[src/rtl/uart_util_pkg.sv]
// Shared UART utility definitions. Holds the transmit-arbiter state encoding,
// kept separate from the receiver's states_t.
package uartUtil;

    typedef enum logic [1:0] {
        IDLE,
        LOAD,
        ISSUE,
        WAIT
    } arb_states_t;

endpackage

[src/rtl/uart_tx_arbiter_rr_picker.sv]
// Combinational round-robin search: first asserted request at ptr, ptr+1, ...
// wrapping modulo NUM_REQ.
module rr_picker #(
    parameter int NUM_REQ = 4
) (
    input  logic [NUM_REQ-1:0]         req,
    input  logic [$clog2(NUM_REQ)-1:0] ptr,
    output logic                       found,
    output logic [$clog2(NUM_REQ)-1:0] idx
);

    localparam int IW = $clog2(NUM_REQ);

    int          cand;
    logic [IW-1:0] cand_idx;

    // NOTE: every output of a combinational block gets a default first, so no
    // path through the loop can leave it unassigned and infer a latch.
    always_comb begin
        found    = 1'b0;
        idx      = '0;
        cand     = 0;
        cand_idx = '0;
        for (int i = 0; i < NUM_REQ; i++) begin
            cand = int'(ptr) + i;
            if (cand >= NUM_REQ) cand = cand - NUM_REQ;
            cand_idx = IW'(cand);
            if (!found && req[cand_idx]) begin
                found = 1'b1;
                idx   = cand_idx;
            end
        end
    end

endmodule

[src/rtl/uart_tx_arbiter.sv]
// Shares one UART transmitter among NUM_REQ byte producers: round-robin grant,
// held until a last byte, MAX_BURST bytes, or a watchdog abort.
module uart_tx_arbiter
    import uartUtil::*;
#(
    parameter int NUM_REQ        = 4,
    parameter int MAX_BURST      = 16,
    parameter int TIMEOUT_CYCLES = 1024
) (
    input  logic                       clk,
    input  logic                       rst,
    input  logic [NUM_REQ-1:0]         req_valid,
    input  logic [NUM_REQ-1:0][7:0]    req_data,
    input  logic [NUM_REQ-1:0]         req_last,
    output logic [NUM_REQ-1:0]         req_ready,
    output logic                       tx_start,
    output logic [7:0]                 tx_byte,
    input  logic                       tx_busy,
    input  logic                       tx_done,
    output logic                       grant_valid,
    output logic [$clog2(NUM_REQ)-1:0] grant_id,
    output logic                       timeout
);

    localparam int IW = $clog2(NUM_REQ);
    localparam int BW = $clog2(MAX_BURST + 1);
    localparam int WW = $clog2(TIMEOUT_CYCLES);

    arb_states_t   state, state_next;
    logic [IW-1:0] ptr, ptr_after, pick_idx;
    logic          pick_found;
    logic [BW-1:0] burst;
    logic [WW-1:0] wd;
    logic          last_flag;
    logic          held_valid, burst_end, wd_expired;

    rr_picker #(.NUM_REQ(NUM_REQ)) u_picker (
        .req   (req_valid),
        .ptr   (ptr),
        .found (pick_found),
        .idx   (pick_idx)
    );

    assign held_valid = req_valid[grant_id];
    assign burst_end  = last_flag || (burst == BW'(MAX_BURST));
    assign wd_expired = (wd == WW'(TIMEOUT_CYCLES - 1));
    // Explicit wrap so non-power-of-two NUM_REQ never lands on an unused index.
    assign ptr_after  = (grant_id == IW'(NUM_REQ - 1)) ? '0 : grant_id + IW'(1);

    always_comb begin
        state_next = state;
        req_ready  = '0;
        tx_start   = 1'b0;
        timeout    = 1'b0;
        case (state)
            IDLE: if (pick_found) state_next = LOAD;
            LOAD: begin
                req_ready[grant_id] = 1'b1;
                state_next          = held_valid ? ISSUE : IDLE;
            end
            ISSUE: if (!tx_busy) begin
                tx_start   = 1'b1;
                state_next = WAIT;
            end
            WAIT: begin
                // A done arriving on the expiry cycle wins over the abort.
                if (tx_done) begin
                    state_next = burst_end ? IDLE : LOAD;
                end else if (wd_expired) begin
                    timeout    = 1'b1;
                    state_next = IDLE;
                end
            end
            default: state_next = IDLE;
        endcase
    end

    // NOTE: sequential state uses non-blocking assignments so every register
    // samples pre-edge values regardless of statement order.
    always_ff @(posedge clk) begin
        if (rst) begin
            state       <= IDLE;
            ptr         <= '0;
            burst       <= '0;
            wd          <= '0;
            last_flag   <= 1'b0;
            tx_byte     <= 8'h00;
            grant_valid <= 1'b0;
            grant_id    <= '0;
        end else begin
            state <= state_next;
            case (state)
                IDLE: if (pick_found) begin
                    grant_id    <= pick_idx;
                    grant_valid <= 1'b1;
                    burst       <= '0;
                end
                LOAD: begin
                    if (held_valid) begin
                        tx_byte   <= req_data[grant_id];
                        last_flag <= req_last[grant_id];
                        burst     <= burst + BW'(1);
                    end else begin
                        grant_valid <= 1'b0;
                    end
                end
                WAIT: begin
                    if (tx_done || wd_expired) begin
                        wd <= '0;
                        if (!tx_done || burst_end) begin
                            ptr         <= ptr_after;
                            grant_valid <= 1'b0;
                        end
                    end else begin
                        wd <= wd + WW'(1);
                    end
                end
                default: ;
            endcase
        end
    end

endmodule

[config.mk]
export PLATFORM = sky130hd
export DESIGN_NAME = uart_tx_arbiter
export DESIGN_NICKNAME = d
export VERILOG_FILES = /design/src/rtl/uart_util_pkg.sv /design/src/rtl/uart_tx_arbiter_rr_picker.sv /design/src/rtl/uart_tx_arbiter.sv
export SDC_FILE = /design/constraint.sdc
export NUM_CORES = 1
export LEC_CHECK = 0
export CELL_PAD_IN_SITES_DETAIL_PLACEMENT = 1
export CELL_PAD_IN_SITES_GLOBAL_PLACEMENT = 2
export CORE_MARGIN = 2
export CORE_UTILIZATION = 28
export CTS_BUF_LIST = sky130_fd_sc_hd__clkbuf_8 sky130_fd_sc_hd__clkbuf_16
export DETAILED_ROUTE_END_ITERATION = 7
export PLACE_DENSITY = 0.89
export SYNTH_ARGS = -nofsm -noshare
export SYNTH_HDL_FRONTEND = slang
export SYNTH_SLANG_ARGS = --single-unit
export TNS_END_PERCENT = 50
[constraint.sdc]
create_clock -name clk -period 3.35 [get_ports clk]
set_clock_uncertainty 0.15 [all_clocks]
set_input_delay 0.335 -clock clk [delete_from_list [all_inputs] [get_ports clk]]
set_output_delay 0.335 -clock clk [all_outputs]
set_load 0.03 [all_outputs]
==> results of run 1 <==
-- per-stage QoR --
step | cell area (um2) | power [W]
2_1_floorplan | 1850 | 0.000551
3_5_place_dp | 2530 | 0.000670
5_1_grt | 2640 | 0.00105
4_1_cts | 2640 | 0.00101
6_report | 2640 | 0.000994
3_3_place_gp | 2530 | 0.000664
-- path summary, 6_finish.rpt --
check	from	endpoint	slack, ps
max reg2reg	grant_id[0]$_SDFFE_PP0P_	burst[2]$_SDFFE_PP0P_	880
max	grant_id[0]$_SDFFE_PP0P_	req_ready[2]	560
min	tx_byte[0]$_SDFFE_PP0P_	tx_byte[0]$_SDFFE_PP0P_	310
min reg2reg	tx_byte[0]$_SDFFE_PP0P_	tx_byte[0]$_SDFFE_PP0P_	310
-- sequential cells by signal, indices dropped and copies added, names as in the netlist, named ones only --
signal and flops:
state 1, ptr 2, grant_valid 1, burst 5, tx_byte 8, last_flag 1, grant_id 2, wd 10
-- power by group --
group / internal (W) / switching (W) / leakage (nW)
registers: 0.000387 / 0.0000330 / 0.251
logic: 0.000125 / 0.000113 / 0.608
clock network: 0.000187 / 0.000150 / 0.0505
-- layout make-up --
type	count	area share [%]
Multi-Input combinational cell	164	44.1
Sequential cell	31	23.6
Timing Repair Buffer	62	23.4
Clock buffer	7	3.66
Tap cell	77	3.66
Inverter	10	1.42
Clock inverter	1	0.285
-- critical path, delay by kind of cell (launching register included) --
family | cells | cell delay, ps
fa+ha+maj | 1 | 250
flops | 1 | 870
simple gates | 1 | 130
buf+inv | 2 | 760
-- kinds of logic after synthesis --
logic type / after synthesis
and+or+nand+nor: 89
adders and majority gates: 7
AOI/OAI and AO/OA: 49
muxes: 10
xor gates and xnor gates: 9
DFF: 31
buffers and inverters: 19
-- per-layer routing --
metal | vias up | wire (um)
li1 | 882 | -
met2 | 48 | 2460
met5 | - | 0
met4 | 0 | 73
met1 | 851 | 2260
met3 | 7 | 292
-- cell usage in the layout (no fill, tap or decap), types with 2 or more instances in the layout --
master,synthesis,final
sky130_fd_sc_hd__clkdlybuf4s50_1,0,60
sky130_fd_sc_hd__dfxtp_1,31,31
sky130_fd_sc_hd__nand2_1,28,28
sky130_fd_sc_hd__a21oi_1,18,18
sky130_fd_sc_hd__nor2_1,17,17
sky130_fd_sc_hd__o21ai_0,11,11
sky130_fd_sc_hd__inv_1,10,10
sky130_fd_sc_hd__mux4_2,10,10
sky130_fd_sc_hd__nand2b_1,7,7
sky130_fd_sc_hd__ha_1,7,7
sky130_fd_sc_hd__clkbuf_8,0,7
sky130_fd_sc_hd__and2_1,6,6
sky130_fd_sc_hd__nor2b_1,5,5
sky130_fd_sc_hd__xor2_1,5,5
sky130_fd_sc_hd__nand3_1,4,4
sky130_fd_sc_hd__a21boi_0,4,4
sky130_fd_sc_hd__o31ai_1,4,4
sky130_fd_sc_hd__xnor2_1,4,4
sky130_fd_sc_hd__nor3_1,3,3
sky130_fd_sc_hd__or4_1,3,3
sky130_fd_sc_hd__or3_1,3,3
sky130_fd_sc_hd__o21bai_1,2,2
sky130_fd_sc_hd__nand4_1,2,2
sky130_fd_sc_hd__nand3b_1,2,2
sky130_fd_sc_hd__buf_4,0,2
==> metrics.log, run 1 <==
INFO  metric cts.sink_count = 31
INFO  metric post_drt_wl_per_cell = ~14 um
INFO  metric cell_at_the_root_of_the_clock_tree = sky130_fd_sc_hd__clkbuf_8
INFO  metric hold_ws = 309 ps
INFO  metric cts-hold-fix-buffers = 0
INFO  metric initial_cell_density_of_the_core = 29.0%
INFO  metric cap_violations = 0
INFO  metric grt-busiest-layer = met2
INFO  metric layout.nets = 325
INFO  metric power-per-cell-area = between 300 and 400 nW/um2
INFO  metric first_global_vias = around 1.9k
INFO  metric run_status = completed
INFO  metric largest_net_degree_at_the_start_of_global_routing = 18
INFO  metric synth-simple-area-share = between 20% and 30%
INFO  metric synth.area.mux_share = 12.1%
INFO  metric place_hpwl = between 3000 and 4000 um
INFO  metric die_height = 85.4 um
INFO  metric numPlacedInstances = 344
INFO  metric yosys.area_share.adder = 4.72%
INFO  metric syn-instance-count = 214
INFO  metric synth_xor_xnor_area_share = under 10%
INFO  metric final_util = between 40% and 50%
INFO  metric postSynthNetCount = between 200 and 300
INFO  metric postCtsSetupRepairBufs = 0
INFO  metric timing.final.ws_setup = roughly 560 ps
INFO  metric synthTopCellsByArea = sky130_fd_sc_hd__dfxtp_1 33%, sky130_fd_sc_hd__mux4_2 12%, sky130_fd_sc_hd__nand2_1 5.7%, sky130_fd_sc_hd__a21oi_1 4.9%, sky130_fd_sc_hd__ha_1 4.7%
INFO  metric clkSlewWorstSetupHoldPaths = 80 ps
INFO  metric post_syn_area_per_cell = slightly below 9 um2
INFO  metric synth_top_family_by_area = simple AND/OR/NAND/NOR gates
INFO  metric cts_tree = done
INFO  metric layout-drive-gt1-share = about 8.4%
INFO  metric critical_path.endpoint_type = output pin
INFO  metric postRouteAntennaNets = 0
INFO  metric post-route-period-util = 83.3%
INFO  metric synth_enable_flop_cells = 0
INFO  metric timing.setup.critical_path_class = reg2out
INFO  metric firstDrtPassIters = 4
INFO  metric setup_total_negative_slack = 0 ps
INFO  metric postSynthRegisterBits = 31
INFO  metric postSynth.topFlopCell = sky130_fd_sc_hd__dfxtp_1
INFO  metric worst_hold_path_type = reg2reg
INFO  metric timing.critical_path.cells = inv_1 > ha_1 > and2_1 > clkdlybuf4s50_1
INFO  metric globalplace.congestion = 0.749
INFO  metric yosysWarningCount = 0
INFO  metric worstPathRequired = 2860 ps
INFO  metric cp_data_arrival_time = 2300 ps
INFO  metric cts_max_path_buffers = 2
INFO  metric post_synth_most_frequent_cells = 31 x sky130_fd_sc_hd__dfxtp_1, 28 x sky130_fd_sc_hd__nand2_1, 18 x sky130_fd_sc_hd__a21oi_1, 17 x sky130_fd_sc_hd__nor2_1, 11 x sky130_fd_sc_hd__o21ai_0
INFO  metric synth_largest_area_cell = sky130_fd_sc_hd__dfxtp_1
INFO  metric final-max-slew-violation-count = 0
INFO  metric detailed_route_iter0_violations = 25
INFO  metric syn_to_final_growth = 42.1%
INFO  metric seq_area_frac_synth = 33.5%
INFO  metric postRouteWirelength = 5080 um
INFO  metric startpoint_type = flop
INFO  metric sequential_cell_area = just over 600 um2
INFO  metric via_count = between 1.5k and 2k
INFO  metric achievable-frequency = 358 MHz
INFO  metric syn-cell-area = 1850 um2
INFO  metric post-synth-top-area-fraction = 33.5%
INFO  metric timing.final.hold_violations = 0
INFO  metric gr-usage-all-layers = between 10% and 20%
INFO  metric hold_depth = 2
INFO  metric use_met3 = 3.89%
INFO  metric clock_insertion_delay_worst_skew = 290 ps
INFO  metric final-setup-viol-count = 0
INFO  metric placement_rows = 29
INFO  metric core_area = around 6400 um2
INFO  metric critPathMaxFanout = 16
INFO  metric h-tree-depth = 2
INFO  metric ir_worst_vdd = about 170 uV
INFO  metric synthMostInstantiatedCell = sky130_fd_sc_hd__dfxtp_1
INFO  metric drt_drc_violations_left = 0
INFO  metric fin_cells = 352
INFO  metric shortest_period_the_worst_path_allows = ~2800 ps
INFO  metric ios = 61
INFO  metric slew_headroom = between 40% and 50%
INFO  metric via_per_inst = ~5.1
INFO  metric global_route.usage.met2 = between 20 and 30%
INFO  metric async_flop_share = 0%
INFO  metric power_leakage = 0.910 nW
INFO  metric r2r_cells = 4
INFO  metric critPathSlowestCell = sky130_fd_sc_hd__dfxtp_1
INFO  metric wire_length_of_the_first_global_routing_pass = 8740 um
INFO  metric grt-ovfl-total = 0
INFO  metric worst_slew_pin_slew = 841 ps
INFO  metric io_buffer_count = 60
INFO  metric dp_worst_setup_slack = about 810 ps
INFO  metric antenna_found_initial = 0
INFO  metric synth_compound_area_share = 16.3%
INFO  metric antennaDiodeCount = 0
INFO  metric die_outline_area = about 7300 um2
INFO  metric multi_input_area = 1160 um2
INFO  metric max_stage_delay = 870 ps
INFO  metric layout.filler_cells = 740
INFO  metric grt_setup_unrepaired = false
INFO  metric cts_made_buffers = 5
INFO  metric postCtsResizedCells = 0
INFO  metric grt_util_met1 = 18.4%
INFO  metric floorplan_die_width = 85.4 um
INFO  metric netlist-cell-type-count = 44
(Power assumes the default switching activity.)
==> inputs of run 2 (changes only) <==
Settings changed: CORE_UTILIZATION 28 to 24, PLACE_DENSITY 0.89 to 0.82.
Clock period 3.35 ns to 2.4 ns, I/O delays scaled along.
==> metrics.log, run 2 (same netlist as run 1, synthesis figures left out) <==
INFO  metric max_reg_flops = 10 (unchanged)
INFO  metric postRouteWirelength = 5420 um (+6.6%)
INFO  metric worst_slew_pin_slew = 452 ps (-390 ps)
INFO  metric die_height = 91.9 um (+7.6%)
INFO  metric cts_tree = done
INFO  metric critical_path.endpoint_type = output pin
INFO  metric timing.setup.critical_path_class = reg2out
INFO  metric antenna_found_initial = 0 (unchanged)
INFO  metric globalplace.congestion = 0.798 (+6.5%)
INFO  metric h-tree-depth = 2 (unchanged)
INFO  metric largest_net_degree_at_the_start_of_global_routing = 17 (-1)
INFO  metric core_area = 7610 um2 (+19%)
INFO  metric cts.sink_count = 31 (unchanged)
INFO  metric post_drt_wl_per_cell = 14.2 um (-1.8%)
INFO  metric gr-usage-all-layers = 13.7% (-1.2 points)
INFO  metric io_buffer_count = 60 (unchanged)
INFO  metric cp_data_arrival_time = 1840 ps (-460 ps)
INFO  metric worstPathRequired = 2010 ps (-850 ps)
INFO  metric clkSlewWorstSetupHoldPaths = 60 ps (-20 ps)
INFO  metric run_status = completed
INFO  metric antennaDiodeCount = 0 (unchanged)
INFO  metric postCtsSetupRepairBufs = 0 (unchanged)
INFO  metric final_common_cell = sky130_fd_sc_hd__clkdlybuf4s50_1
INFO  metric grt_setup_unrepaired = false
INFO  metric placement_rows = 32 (+10%)
INFO  metric r2r_slack = 360 ps (-520 ps)
INFO  metric power_leakage = 0.956 nW (+5.1%)
INFO  metric achievable-frequency = 449 MHz
INFO  metric timing.final.hold_violations = 0 (unchanged)
INFO  metric cts-hold-fix-buffers = 0 (unchanged)
INFO  metric place_area = 2610 um2 (+3.0%)
INFO  metric clock_insertion_delay_worst_skew = 280 ps (about the same)
INFO  metric ios = 61 (unchanged)
INFO  metric worst_hold_path_type = reg2reg
INFO  metric cap_violations = 0 (unchanged)
INFO  metric grt-ovfl-total = 0 (unchanged)
INFO  metric postRouteAntennaNets = 0 (unchanged)
INFO  metric power-per-cell-area = 502 nW/um2 (+33%)
INFO  metric cts_max_path_buffers = 2 (unchanged)
INFO  metric via_count = 1810 (+1.2%)
INFO  metric syn_to_final_growth = 45.6%
INFO  metric firstDrtPassIters = 5 (+1)
INFO  metric ir_worst_vdd = 217 uV (+29%)
INFO  metric initial_cell_density_of_the_core = 24.4% (-4.7 points)
INFO  metric final_util = 35.5% (-5.8 points)
INFO  metric layout_common_cells = 59 x sky130_fd_sc_hd__clkdlybuf4s50_1, 31 x sky130_fd_sc_hd__dfxtp_1, 28 x sky130_fd_sc_hd__nand2_1
INFO  metric wire_length_of_the_first_global_routing_pass = 9270 um (+6.1%)
INFO  metric final-setup-viol-count = 0 (unchanged)
INFO  metric floorplan_die_width = 91.9 um (+7.6%)
INFO  metric die_outline_area = 8450 um2 (+16%)
INFO  metric first_global_vias = 1906 (+2.7%)
INFO  metric critPathMaxFanout = 7 (-9)
INFO  metric largestRegisters = wd (10), tx_byte (8), burst (5)
INFO  metric startpoint_type = flop
INFO  metric place_hpwl = 4140 um (+4.9%)
INFO  metric cell_at_the_root_of_the_clock_tree = sky130_fd_sc_hd__clkbuf_8
INFO  metric drt_drc_violations_left = 0 (unchanged)
INFO  metric setup_total_negative_slack = 0 ps (unchanged)
INFO  metric final-max-slew-violation-count = 0 (unchanged)
INFO  metric detailed_route_iter0_violations = 29 (+16%)
INFO  metric layout.nets = 331 (+1.8%)
INFO  metric cts_made_buffers = 5 (unchanged)
INFO  metric post-route-period-util = 92.9%
INFO  metric postLayoutCellArea = 2700 um2 (+2.5%)
INFO  metric largest-register = wd
INFO  metric hold_ws = 309 ps (+0.0140 ps)
INFO  metric slew_headroom = 69.8% (+26 points)
INFO  metric power.total = 0.00136 W (+36%)
INFO  metric shortest_period_the_worst_path_allows = 2230 ps
INFO  metric via_per_inst = 4.74 (-6.7%)
INFO  metric layout-drive-gt1-share = 10.4% (+2.0 points)
[run 2: metrics by stage]
step | instances | worst slack [ps]
floorplan | 214 | 199
global placement | 375 | 212
detailed placement | 375 | 158
CTS | 382 | 32.1
global route | 382 | 65.7
finish | 382 | 171
[run 2: path summary, 6_finish.rpt]
check	startpoint	endpoint	depth (start not counted)
setup reg to reg	grant_id[0]$_SDFFE_PP0P_	burst[3]$_SDFFE_PP0P_	4
hold / removal	tx_byte[2]$_SDFFE_PP0P_	tx_byte[2]$_SDFFE_PP0P_	2
hold reg to reg	tx_byte[2]$_SDFFE_PP0P_	tx_byte[2]$_SDFFE_PP0P_	2
setup / recovery	grant_id[0]$_SDFFE_PP0P_	req_ready[0]	4
[run 2: report_power, final]
| part | internal, W | switching (W) | total, W |
|---|---|---|---|
| Sequential | 0.000540 | 0.0000233 | 0.000564 |
| Clock | 0.000225 | 0.000196 | 0.000421 |
| Combinational | 0.000187 | 0.000184 | 0.000371 |
[run 2: timing repair]
action | 4_1_cts | 5_1_grt
resized for setup | 0 | 2
hold endpoints to repair | 0 | 0
endpoints found under the setup margin | 0 | 3
[run 2: layout make-up]
class                           instances  area (um2)
Sequential cell                        31         621
Clock inverter                          1        5.00
Tap cell                              102         128
Multi-Input combinational cell        164        1160
Clock buffer                            6        82.6
Fill cell                             914        4910
Inverter                               10        37.5
Timing Repair Buffer                   68         663
[run 2: worst max-delay path: stages, from the launching register on]
cell and delay (ps):
sky130_fd_sc_hd__dfxtp_1 490, sky130_fd_sc_hd__inv_1 110, sky130_fd_sc_hd__ha_1 210, sky130_fd_sc_hd__and2_1 150
sky130_fd_sc_hd__clkdlybuf4s50_1 590
[run 2: metal layers]
layer	wire [um]	up-vias	GRT usage [%]	part of all wire (%)
met2	2630	50	23.0	48
met4	71	0	4.10	1.3
met5	0	-	0	0
li1	-	897	-	-
met3	324	7	4.52	6.0
met1	2400	856	16.7	44
